--- config.mk ---
export PLATFORM = sky130hd
export DESIGN_NAME = timer_dev_flat
export DESIGN_NICKNAME = d
export VERILOG_FILES = /design/src/rtl/timer_dev_if.sv /design/src/rtl/timer_dev.sv /design/src/flat_wrapper.sv
export SDC_FILE = /design/constraint.sdc
export NUM_CORES = 1
export LEC_CHECK = 0
export BUFFER_PORTS_ARGS = -buffer_cell sky130_fd_sc_hd__buf_2
export CAP_MARGIN = 20
export CORE_MARGIN = 10
export CORE_UTILIZATION = 37
export DETAILED_ROUTE_END_ITERATION = 16
export GPL_TIMING_DRIVEN = 0
export SLEW_MARGIN = 20
export SYNTH_ARGS = -nofsm -noshare
export SYNTH_HDL_FRONTEND = slang
export SYNTH_SLANG_ARGS = --single-unit
--- constraint.sdc ---
create_clock -name clk -period 4.6 [get_ports clk]
set_clock_uncertainty 0.05 [all_clocks]
set_input_delay 0.23 -clock clk [delete_from_list [all_inputs] [get_ports clk]]
set_output_delay 0.23 -clock clk [all_outputs]
set_load 0.02 [all_outputs]
--- src/rtl/timer_dev_if.sv ---
// Bus-side port bundle of the countdown timer: word-select address, write
// strobe, store/load data and the interrupt line back to the CPU.
interface timer_dev_if;
  logic [1:0]  addr;
  logic        we;
  logic [31:0] wdata;
  logic [31:0] rdata;
  logic        irq;

  // Bus bridge / CPU side
  modport master (
    output addr,
    output we,
    output wdata,
    input  rdata,
    input  irq
  );

  // Timer side
  modport slave (
    input  addr,
    input  we,
    input  wdata,
    output rdata,
    output irq
  );
endinterface

--- src/rtl/timer_dev.sv ---
// Memory-mapped programmable countdown timer.
// Registers: 0 CTRL {IM, MODE[1:0], EN}, 1 PRESET, 2 COUNT (read-only), 3 reserved.
// Counts down from PRESET, sets a pending flag at zero; irq = pending & IM.
// MODE 01 reloads automatically (period PRESET+2); any other MODE is one-shot.
// Bus handshake: a write happens on every rising edge where we=1 (no ready/stall);
// rdata is a combinational function of addr and the current register state,
// so a read in a write cycle returns the old value.
module timer_dev #(
  parameter int CNT_W = 32
) (
  input  logic        clk,
  input  logic        reset,
  timer_dev_if.slave  bus,
  output logic [1:0]  state_dbg
);

  localparam logic [1:0] S_IDLE = 2'd0;
  localparam logic [1:0] S_LOAD = 2'd1;
  localparam logic [1:0] S_CNT  = 2'd2;
  localparam logic [1:0] S_INT  = 2'd3;

  logic             en;
  logic [1:0]       mode;
  logic             im;
  logic [CNT_W-1:0] preset;
  logic [CNT_W-1:0] count;
  logic [1:0]       state;
  logic             pend;

  logic             wr_ctrl;
  logic             wr_preset;
  logic             force_idle;
  logic             auto_mode;

  logic [1:0]       state_n;
  logic [CNT_W-1:0] count_n;
  logic             pend_set;
  logic             pend_auto_clr;
  logic             en_clr;
  logic [31:0]      preset_ext;
  logic [31:0]      count_ext;

  assign wr_ctrl    = bus.we && (bus.addr == 2'd0);
  assign wr_preset  = bus.we && (bus.addr == 2'd1);
  // Writing CTRL with EN=0 stops the timer from any state on the next edge.
  assign force_idle = wr_ctrl && !bus.wdata[0];
  assign auto_mode  = (mode == 2'b01);

  // Next-state / next-count decision for the countdown FSM
  always_comb begin
    state_n       = state;
    count_n       = count;
    pend_set      = 1'b0;
    pend_auto_clr = 1'b0;
    en_clr        = 1'b0;
    case (state)
      S_IDLE: begin
        if (en) state_n = S_LOAD;
      end
      S_LOAD: begin
        count_n = preset;
        state_n = S_CNT;
      end
      S_CNT: begin
        if (!en) begin
          state_n = S_IDLE;
        end else if (count > CNT_W'(1)) begin
          count_n = count - CNT_W'(1);
        end else begin
          // Covers COUNT 0 and 1, so the counter can never wrap below zero.
          count_n  = '0;
          pend_set = 1'b1;
          state_n  = S_INT;
        end
      end
      default: begin
        if (auto_mode) begin
          pend_auto_clr = 1'b1;
          state_n       = S_LOAD;
        end else begin
          en_clr  = 1'b1;
          state_n = S_IDLE;
        end
      end
    endcase
    // A stop write freezes COUNT where it is.
    if (force_idle) begin
      state_n = S_IDLE;
      count_n = count;
    end
  end

  // FSM state and COUNT register
  always_ff @(posedge clk) begin
    if (reset) begin
      state <= S_IDLE;
      count <= '0;
    end else begin
      state <= state_n;
      count <= count_n;
    end
  end

  // CTRL and PRESET registers; a CPU write to CTRL beats the one-shot EN clear
  always_ff @(posedge clk) begin
    if (reset) begin
      en     <= 1'b0;
      mode   <= 2'b00;
      im     <= 1'b0;
      preset <= '0;
    end else begin
      if (wr_ctrl) begin
        en   <= bus.wdata[0];
        mode <= bus.wdata[2:1];
        im   <= bus.wdata[3];
      end else if (en_clr) begin
        en <= 1'b0;
      end
      if (wr_preset) preset <= bus.wdata[CNT_W-1:0];
    end
  end

  // Pending flag: setting at terminal count wins over any clear in the same cycle
  always_ff @(posedge clk) begin
    if (reset) begin
      pend <= 1'b0;
    end else if (pend_set) begin
      pend <= 1'b1;
    end else if (wr_ctrl || wr_preset || pend_auto_clr) begin
      pend <= 1'b0;
    end
  end

  // Zero-extend PRESET/COUNT to the 32-bit bus
  always_comb begin
    preset_ext              = '0;
    count_ext               = '0;
    preset_ext[CNT_W-1:0]   = preset;
    count_ext[CNT_W-1:0]    = count;
  end

  // Load data mux; CTRL[31:4] and the reserved word read as zero
  always_comb begin
    bus.rdata = '0;
    case (bus.addr)
      2'd0:    bus.rdata = {28'd0, im, mode, en};
      2'd1:    bus.rdata = preset_ext;
      2'd2:    bus.rdata = count_ext;
      default: bus.rdata = '0;
    endcase
  end

  assign bus.irq   = pend & im;
  assign state_dbg = state;

endmodule

--- src/flat_wrapper.sv ---
// flat-port wrapper written by rule: the top's interface ports become plain ports
module timer_dev_flat 
#(
  parameter int CNT_W = 32
)
  (clk, reset, state_dbg, bus_addr, bus_we, bus_wdata, bus_rdata, bus_irq);
  timer_dev_if bus_i ();
  input  logic clk;
  input  logic reset;
  output logic [1:0] state_dbg;
  input wire logic [$bits(bus_i.addr)-1:0] bus_addr;
  input wire logic [$bits(bus_i.we)-1:0] bus_we;
  input wire logic [$bits(bus_i.wdata)-1:0] bus_wdata;
  output wire logic [$bits(bus_i.rdata)-1:0] bus_rdata;
  output wire logic [$bits(bus_i.irq)-1:0] bus_irq;
  assign bus_i.addr = bus_addr;
  assign bus_i.we = bus_we;
  assign bus_i.wdata = bus_wdata;
  assign bus_rdata = bus_i.rdata;
  assign bus_irq = bus_i.irq;
  timer_dev #(.CNT_W(CNT_W)) u_core (.clk(clk), .reset(reset), .bus(bus_i), .state_dbg(state_dbg));
endmodule
After elaboration in Yosys (flattened, before gate mapping) --
Cells that the tools add are included.
Word-level totals: flip-flop bits (word level) 71, input bits 37, output and inout port bits 35, logic and storage cells 54
Cells by class: add/sub/neg operators 1, order comparisons 1, eq/ne operators 8, muxes and demuxes 20, bitwise logic cells 2, reductions and logical operators 15
Operator list (number):
- case mux 32 bit (3 select lines) | 1
- two-way mux 32 bit | 2
- case mux 32 bit (2 select lines) | 1
- greater-than comparator 32 x 1 -> 1 bit (second input constant) | 1
- subtractor 32 x 1 -> 32 bit (second input constant) | 1
- two-way mux 1 bit | 12
- equality test 2 x 1 -> 1 bit (second input constant) | 3
- two-way mux 2 bit | 3
- case mux 2 bit (3 select lines) | 1
- nonzero test 2 bit | 3
- equality test 2 bit (second input constant) | 2
- logical NOT 2 bit | 2
- inequality test 2 x 1 -> 1 bit (second input constant) | 2
- logical AND 1 bit | 3
- inequality test 3 bit (second input constant) | 1
- AND reduction 3 bit | 1
- OR reduction 3 bit | 1
- logical OR 1 bit | 2
- AND reduction 2 bit | 1
- OR reduction 2 bit | 1
- bitwise AND 1 bit | 1
- logical NOT 1 bit | 1
- inverter 1 bit | 1

Depth between registers and ports, before layout --
Gate-level depths: netlist of run 1.
word-level depth 6, depth in mapped cells 10, mapped depth without buffers 7

Least setup slack after synthesis of run 1 --
No wires, ideal clock.
path type register to register, start point reg u_core.count[20], end point reg u_core.count[11], setup time 0.127 ns, data arrival time 2.384 ns, required time 4.423 ns, setup slack 2.039 ns, stages on the path, launching flop included 8, path buffers 2, period minus slack after synthesis 2.561 ns, path through dfxtp_1 -> buf_6 -> or4_4 -> or4_1 -> buf_2 -> o41ai_4 -> nor3_1 -> or3_1
On the way: longest elaborated chain between the ends 4
Ends and longest elaborated chain:
- start: declaration | RTL line timer_dev.sv:26 | logic [CNT_W-1:0] count;
- start signal: assignment | RTL line timer_dev.sv:100 | count <= count_n;
- greater-than comparator 32 x 1 -> 1 bit | RTL line timer_dev.sv:67 | end else if (count > CNT_W'(1)) begin
- two-way mux 32 bit | RTL line timer_dev.sv:67
- two-way mux 32 bit | RTL line timer_dev.sv:65 | if (!en) begin
- case mux 32 bit (2 select lines) | RTL line timer_dev.sv:56 | case (state)
Every way passes these cells. The select of a mux whose other input is x is not followed. A chain may end at the register's enable or synchronous reset.

Final worst setup path of run 1 --
start point reg u_core.state[1] (netlist: u_core.state_dbg[1]), end point reg u_core.count[22]
On the way: longest elaborated chain between the ends 3, elaborated cells on any way between the ends 6, those cells by class eq/ne (3); mux (1); reduce/logical (2)
Ends and longest elaborated chain:
- start: declaration | RTL line timer_dev.sv:27 | logic [1:0] state;
- start signal: assignment | RTL line timer_dev.sv:99 | state <= state_n;
- equality test 2 bit / equality test 2 x 1 -> 1 bit (equally long branches) | RTL line timer_dev.sv:56
- inequality test 2 x 1 -> 1 bit (no line) / nonzero test 2 bit (equally long branches)
- AND reduction 3 bit (no line)
Parallel ways exist; a longest one is shown, timed or not.

==> reports/qor.yml, run 1 <==
floorplan:
  start_util_pct: 37.8
  dieArea_um2: 15700
  fp.dieW_um: 125
  num_rows: 38
  die_h_um: 125
  io_pins: 72
  core_area_um2: 10800
timing:
  slew-limit-headroom_pct: 45.9
  rsz0062_at_grt: "false"
  worstMarginPinSlew_ps: 804
  fin_ws_ps: 1510
  post-route-period-util_pct: 67.1
  holdWs_ps: 40.7
  fmax_mhz: 324
  finalHoldViolCount: 0
  setup_viol: 0
  fin_crit_ps: 3090
  fin_setup_tns_ps: 0
  maxSlewViolCount: 0
place:
  place_congestion: 0.956
  placed_area_um2: 4630
  place_ws_ps: 1300
  io_buffers: 69
  dp.final_hpwl_mm: 11.9
synth:
  async_reset_ff_share_pct: 0
  avgSynthCellArea_um2: 7.58
  synth_edf_count: 0
  syn-num-nets: 582
  yosysSeqAreaShare_pct: 34.7
  ys_top_cells_by_area: "dfxtp_1, nand2_1, a21oi_1, a22o_1, clkbuf_1"
  ys_warn_count: 0
  syn_inst: 540
  yosys.area.top_type: "dfxtp_1"
  synthFlopType: "dfxtp_1"
  synth.lib_cells_used.distinct: 56
  syn_area_um2: 4090
  synth_top_cell_area_share_pct: 34.7
  ys_ff_latch: 71
worst_hold_path:
  min-delay-start: "bus_wdata[12]"
  hp-class: "in -> reg"
cts:
  cts_inserted_buffers: 9
  cts_root_buf: "clkbuf_8"
  clkLatencyLatePin_ps: 370
  holdBufCountCts: 0
  clock_path_buffers: 2
  cts_tree: "yes"
  path_clk_slew_ps: 90
  cts.repair.resized: 0
  htree_levels: 3
  cts_setup_buffers: 0
  cts.sinks: 71
global_route:
  grt_use_met1_pct: 25.4
  grt_pass1_vias: 4438
  busiest_layer: "met2"
  grtUsageTotal_pct: 19.8
  grt_max_degree: 14
  grt.met2_usage_pct: 31.2
  use_met3_pct: 5.32
  grt_overflow: 0
  antenna_found_initial: 0
  grt_pass1_wl_mm: 24.9
worst_setup_path:
  cp-end-kind: "flop"
  cpMostUsedCell: "clkbuf_1"
  path_max_fanout: 10
  slowest_delay_ps: 540
  worstSetupPathType: "reg -> reg"
  required_ps: 4790
  start_kind: "flop"
  cp_slowest_cell: "clkbuf_1"
  worstPathArrival_ps: 3280
  critPathLaunch: "u_core.state_dbg[1]$_SDFFE_PP0P_"
  path_cells: "ha_1 > clkbuf_1 > nand2b_1 > nand3b_1 > clkbuf_1 > clkbuf_1 > nor4_1 > o21ai_0 > a21oi_1"
  r2r-start: "u_core.state_dbg[1]$_SDFFE_PP0P_"
route:
  first_pass_iters: 5
  drt-initial-drc-count: 459
  drc: 0
  via_per_inst: 5.95
  num_vias: 4555
  avgRoutedWirePerCell_um: 21.0
  antenna_left: 0
  routed_wl_mm: 16.1
final_layout:
  final_cell_area_um2: 4860
  final_cell_mix: "nand2_1, dfxtp_1, buf_2, a21oi_1, clkbuf_1"
  nets: 662
  layout_commonest_cell: "nand2_1"
  diodes: 0
  area_growth_pct: 18.8
  drive_gt1_share_pct: 16.0
pwr:
  finalPower_mw: 1.61
  p_leak_nw: 1.88
  power.density_nw_per_um2: 332
  max-vdd-ir-drop_mv: 0.159
run_status:
  status: "finished, final reports clean"
flow_run:
  drv_cap: 0
==> layer usage <==
metal,wire length (µm),vias to the layer above
met2,7250,218
met4,392,0
met3,1190,33
li1,-,2177
met1,7250,2127
met5,0,-
==> Yosys cell counts, drive strengths merged, types with 2 or more instances <==
cell type and n:
a22oi 7, or3 6, buf 4, ha 5, and3 11, a21o 2
or4 8, o21ai 23, nor4 15, a31oi 14, mux2i 6, o31a 3
a32oi 3, nand3 19, nor3 15, and2 3, a41o 2, o211ai 2
o41ai 3, a221oi 3, nand2b 4, nand4 5, a41oi 2, o32ai 8
clkbuf 42, inv 17, nor3b 4, o21a 6, nor2b 5, nand2 92
nor4b 3, o311a 2, a21oi 60, nor2 20, dfxtp 71, o311ai 2
a22o 28, a211oi 4
==> power breakdown <==
group          total (mW)  switching [mW]  internal [mW]
Clock               0.595           0.272          0.323
Sequential          0.654          0.0216          0.632
Combinational       0.365           0.255          0.110
==> worst paths after layout <==
check	end	slack, ps	depth (start not counted)
worst max-delay path	u_core.count[22]$_SDFFE_PP0P_	1510	9
worst min-delay path	u_core.preset[12]$_SDFFE_PP0P_	40	3
worst min register to register	u_core.preset[15]$_SDFFE_PP0P_	420	2
worst max register to register	u_core.count[22]$_SDFFE_PP0P_	1510	9
==> stage by stage <==
stage                     instances  util (%)
after CTS                       765      44.8
after global placement          749      42.6
final                           765      44.9
after detailed placement        749      42.7
after global routing            765      44.9
after floorplan                 540         -
==> critical path: cells and delay by family, from the launching register on <==
kind                     cells  cell delay [ps]
flip-flops                   1              460
AND/OR/NAND/NOR              3              570
AO/OA/AOI/OAI                2              290
adder cells (fa/ha/maj)      1              190
buffers and inverters        3             1380
==> state kept, by name (all words and copies together), names as in the netlist <==
name	cells
u_core.count	32
u_core.mode	2
u_core.im	1
u_core.preset	32
u_core.en	1
u_core.state_dbg	2
u_core.pend	1
==> cell families after synthesis <==
kind of cell | synth area share, %
AOI/OAI and AO/OA | 30.3
and+or+nand+nor | 25.9
DFF | 34.7
muxes | 1.47
adders and majority gates | 1.53
buffers and inverters | 5.99
==> final cells by class <==
class | instances | area [µm²]
buffer | 46 | 181
clock buffer | 10 | 138
clock inverter | 6 | 93.8
fill | 1153 | 5980
inverter | 17 | 63.8
multi-input combinational | 406 | 2440
sequential | 71 | 1420
tap | 140 | 175
timing repair buffer | 69 | 345
(Power assumes the default switching activity.)
==> inputs of run 2 (changes only) <==
Clock period 4.6 ns to 2.6 ns, I/O delays scaled along.
==> run 2 against run 1 <==
Effect of this change: via count is 5.0% higher; hold slack improved by 68 ps; power increased by 82%; clock-buffer cell count unchanged; worst setup slack worse by 1500 ps; critical path type is now in -> out; largest cell class unchanged.
==> reports/qor.yml, run 2 (synthesis gave the netlist of run 1 again) <==
run_status:
  status: "finished, final reports clean"
worst_setup_path:
  worstSetupPathType: "in -> out"
  critPathLaunch: "bus_addr[1]"
  path_max_fanout: 10
  rr_endpoint: "u_core.count[11]$_SDFFE_PP0P_"
  r2r-start: "u_core.count[22]$_SDFFE_PP0P_"
  start_kind: "input port"
  worstPathArrival_ps: 2370
  required_ps: 2420
  cp-end-kind: "primary output"
  worst_r2r_path_depth: 7
  reg2reg_slack_ps: 50
  endpoint: "bus_rdata[8]"
route:
  drt-initial-drc-count: 439
  avgRoutedWirePerCell_um: 20.5
  antenna_left: 0
  via_per_inst: 5.93
  first_pass_iters: 5
  num_vias: 4783
  drc: 0
  routed_wl_mm: 16.6
floorplan:
  io_pins: 72
  core_area_um2: 10800
  start_util_pct: 37.8
  num_rows: 38
  fp.dieW_um: 125
  die_h_um: 125
  dieArea_um2: 15700
pwr:
  power.density_nw_per_um2: 546
  max-vdd-ir-drop_mv: 0.285
  p_leak_nw: 2.14
timing:
  fin_crit_ps: 2550
  setup_viol: 0
  fin_setup_tns_ps: 0
  worstMarginPinSlew_ps: 832
  rsz0062_at_grt: "true"
  post-route-period-util_pct: 98.0
  fmax_mhz: 392
  maxSlewViolCount: 0
  slew-limit-headroom_pct: 44.5
  finalHoldViolCount: 0
  fin_ws_ps: 51.1
final_layout:
  final_cell_area_um2: 5380
  drive_gt1_share_pct: 20.2
  diodes: 0
  instances_no_fill: 807
  reg_top3: "u_core.count x32, u_core.preset x32"
  layout_commonest_cell: "nand2_1"
  final_cell_mix: "nand2_1, buf_2, dfxtp_1, a21oi_1"
  area_growth_pct: 31.4
  nets: 704
place:
  dp_cells: 749
  dp.final_hpwl_mm: 11.9
  place_ws_ps: -598
  placed_area_um2: 4630
  place_congestion: 0.956
  io_buffers: 69
global_route:
  grt_pass1_vias: 4619
  grtUsageTotal_pct: 20.3
  grt_pass1_wl_mm: 25.7
  antenna_found_initial: 0
  grt_overflow: 0
  grt_max_degree: 14
worst_hold_path:
  min_delay_path_depth: 3
  hp-class: "in -> reg"
cts:
  htree_levels: 3
  clock_path_buffers: 2
  cts.sinks: 71
  cts_tree: "yes"
  cts_root_buf: "clkbuf_8"
  clkLatencyLatePin_ps: 370
  cts_inserted_buffers: 9
  path_clk_slew_ps: 80
flow_run:
  drv_cap: 0
run 2: changes by cell type in the layout (fill, tap and decap cells not counted), sizes merged:
cell | before | now
dlygate4sd3 | 0 | 32
buf | 73 | 86
clkbuf | 52 | 49
run 2: routing by layer:
layer,track usage [%],vias up,part of all wire (%)
met4,6.78,0,2.7
met2,32.7,232,46
met5,0,-,0
met1,25.6,2255,43
li1,-,2259,-
met3,5.37,37,8.2
run 2: final cells by class:
cell class | count | area, µm²
fillers | 1100 | 5460
multi-input cells | 406 | 2520
flip-flops and latches | 71 | 1430
repair buffers | 112 | 761
plain buffers | 45 | 199
well taps | 140 | 175
clock buffers | 10 | 138
clock inverters | 6 | 93.8
inverters | 17 | 63.8
run 2: worst min path at each step:
stage / slack (ps) / startpoint / endpoint
finish: 110 / bus_wdata[0] / u_core.en$_SDFFE_PP0P_
global placement: 320 / bus_wdata[8] / u_core.preset[8]$_SDFFE_PP0P_
floorplan: 220 / bus_wdata[17] / u_core.preset[17]$_SDFFE_PP0P_
global route: 150 / bus_wdata[0] / u_core.en$_SDFFE_PP0P_
detailed placement: 330 / bus_wdata[8] / u_core.preset[8]$_SDFFE_PP0P_
CTS: 110 / bus_wdata[0] / u_core.en$_SDFFE_PP0P_
run 2: critical path: stages:
cell,delay (ps)
clkbuf_1,320
nor2b_1,180
clkbuf_1,560
clkbuf_1,700
a22o_1,280
buf_2,180
run 2: power breakdown:
group / total [mW] / switching, mW / internal, mW
Clock: 1.05 / 0.481 / 0.571
Sequential: 1.16 / 0.0414 / 1.12
Combinational: 0.727 / 0.467 / 0.260
Total: 2.94 / 0.989 / 1.95
run 2: what timing repair did:
item,4_1_cts,5_1_grt
gates resized for setup,17,21
endpoints found under the setup margin,34,32
pin swaps,3,4
cloned,0,0
hold buffers,32,0
buffers inserted,5,6
endpoints found under the hold margin,35,0
run 2: per-stage QoR:
step / util [%] / total power [mW] / hold slack [ps]
floorplan: - / 1.58 / 216
global placement: 42.6 / 1.80 / 319
detailed placement: 42.7 / 1.81 / 327
CTS: 48.8 / 2.89 / 108
global route: 49.6 / 3.04 / 154
finish: 49.6 / 2.94 / 109
==> inputs of run 3 (changes only) <==
Settings changed: BUFFER_PORTS_ARGS -buffer_cell sky130_fd_sc_hd__buf_2 to unset, CELL_PAD_IN_SITES_DETAIL_PLACEMENT set to 1, CELL_PAD_IN_SITES_GLOBAL_PLACEMENT set to 1, DONT_BUFFER_PORTS set to 1, PLACE_DENSITY_LB_ADDON set to 0.1, REMOVE_ABC_BUFFERS set to 1.
==> run 3 against run 2 <==
Effect of this change: the flow now finishes with violations (negative hold slack); hold slack got worse by 120 ps; routed wire length is 9.6% lower; critical endpoint is now u_core.count[11]$_SDFFE_PP0P_; highest routed layer unchanged; core utilization shrank 3.3 points; combinational power shrank 6.1%; largest power group unchanged; die area stayed put; clock-buffer cell count rose by 3; worst setup slack gained 51 ps; fmax up 2.0%; first-iteration DRC count decreased by 22%.
==> reports/qor.yml, run 3 (synthesis gave the netlist of run 1 again) <==
route:
  num_vias: 4251
  routed_wl_mm: 15.0
  drc: 0
  wl_met2_mm: 7.01
  first_pass_iters: 4
  wl_met1_mm: 6.85
  via_per_inst: 6.05
  avgRoutedWirePerCell_um: 21.3
  routed.top_layer: "met4"
  antenna_left: 0
  route.met3.wl_um: 941
  drt-initial-drc-count: 344
flow_run:
  drv_cap: 0
timing:
  fin_crit_ps: 2500
  fmax_mhz: 400
  worstMarginPinSlew_ps: 786
  maxSlewViolCount: 0
  holdWs_ps: -9.95
  setup_viol: 0
  rsz0062_at_grt: "false"
  finalHoldViolCount: 1
  post-route-period-util_pct: 96.1
  slew-limit-headroom_pct: 47.1
global_route:
  grt_max_degree: 72
  antenna_found_initial: 0
  grtUsageTotal_pct: 18.6
  grt_overflow: 0
  grt_pass1_wl_mm: 24.1
  grt_pass1_vias: 4302
place:
  dp.final_hpwl_mm: 9.36
  io_buffers: 0
  place_congestion: 0.795
pwr:
  max-vdd-ir-drop_mv: 0.223
  power.density_nw_per_um2: 530
  p_leak_nw: 1.80
worst_setup_path:
  required_ps: 2790
  cp-end-kind: "flop"
  start_kind: "flop"
  reg2reg_slack_ps: 100
  worstSetupPathType: "reg -> reg"
  path_max_fanout: 9
  worst_r2r_path_depth: 6
  worstPathArrival_ps: 2690
  r2r-start: "u_core.count[20]$_SDFFE_PP0P_"
  rr_endpoint: "u_core.count[11]$_SDFFE_PP0P_"
final_layout:
  reg_top3: "u_core.count x32, u_core.preset x32"
  area_growth_pct: 22.7
  layout_commonest_cell: "nand2_1"
  utilization_pct: 46.4
  drive_gt1_share_pct: 11.9
  final_cell_mix: "nand2_1, dfxtp_1, a21oi_1, dlygate4sd3_1, a22o_1"
  diodes: 0
  nets: 602
worst_hold_path:
  min_delay_path_depth: 2
  min_to: "u_core.en$_SDFFE_PP0P_"
  hp-class: "in -> reg"
  min-delay-start: "bus_wdata[0]"
floorplan:
  core_area_um2: 10800
  fp.dieW_um: 125
  io_pins: 72
  num_rows: 38
  die_h_um: 125
  start_util_pct: 37.8
  dieArea_um2: 15700
cts:
  cts_tree: "yes"
  clock_path_buffers: 2
  cts.sinks: 71
  cts_root_buf: "clkbuf_8"
  path_clk_slew_ps: 70
  htree_levels: 3
  cts_inserted_buffers: 9
  clkLatencyLatePin_ps: 360
run_status:
  violations: "negative hold slack"
  status: "finished, violations left"
[run 3: cell types whose count changed in the layout (fill, tap and decap cells not counted), sizes merged]
cell | before | now
buf | 86 | 19
clkinv | 3 | 1
clkbuf | 49 | 13
inv | 17 | 16
bufinv | 2 | 0
clkinvlp | 1 | 2
dlygate4sd3 | 32 | 35
[run 3: worst max-delay path: stages, from the launching register on]
cell and delay (ps):
dfxtp_4 380, or4_4 560, or4_4 570, o41ai_4 230, buf_4 210, nor3_1 50, or3_1 330
[run 3: metrics by stage]
step	total power, mW	setup TNS (ps)	setup WS [ps]	area [µm²]	cells
2_1_floorplan	1.54	-14080	-504	3910	494
3_3_place_gp	1.69	-138750	-2430	4090	634
3_5_place_dp	1.74	-24200	-859	4250	640
4_1_cts	2.64	0	23.5	4910	698
6_report	2.66	0	102	5020	703
5_1_grt	2.81	0	21.4	5020	703
[run 3: routing by layer]
layer  up-vias  track usage, %
li1       2049               -
met1      2075            24.2
met2       111            29.7
met3        16            5.15
met4         0            4.61
met5         -               0
[run 3: power by group]
| group | leakage, nW | internal (mW) | switching [mW] |
|---|---|---|---|
| clock | 0.0854 | 0.388 | 0.433 |
| sequential | 0.577 | 1.12 | 0.0419 |
| combinational | 1.14 | 0.255 | 0.427 |
[run 3: worst max-delay path by stage]
stage | cells after the start | start | endpoint | slack [ps]
after detailed placement | 6 | u_core.state_dbg[1]$_SDFFE_PP0P_ | u_core.count[1]$_SDFFE_PP0P_ | -860
after global routing | 6 | u_core.count[20]$_SDFFE_PP0P_ | u_core.count[11]$_SDFFE_PP0P_ | 20
after floorplan | 5 | u_core.state_dbg[1]$_SDFFE_PP0P_ | u_core.state_dbg[0]$_SDFFE_PP0P_ | -500
after global placement | 5 | u_core.state_dbg[1]$_SDFFE_PP0P_ | u_core.count[26]$_SDFFE_PP0P_ | -2430
after CTS | 5 | u_core.count[4]$_SDFFE_PP0P_ | u_core.count[14]$_SDFFE_PP0P_ | 20
final | 6 | u_core.count[20]$_SDFFE_PP0P_ | u_core.count[11]$_SDFFE_PP0P_ | 100
[run 3: timing repair]
item,4_1_cts,5_1_grt
cloned,1,0
hold endpoints to repair,71,0
setup buffers,7,5
endpoints found under the setup margin,35,33
hold buffers,36,0
resized for setup,12,14
pin swaps,2,3
[run 3: final cells by class]
type                       count  area (µm²)
tap                          140         175
clock inverter                 1        5.00
multi-input combinational    406        2590
sequential                    71        1430
inverter                      17        67.6
timing repair buffer          54         588
timing repair inverter         1        7.51
clock buffer                  13         159
fill                        1289        5820
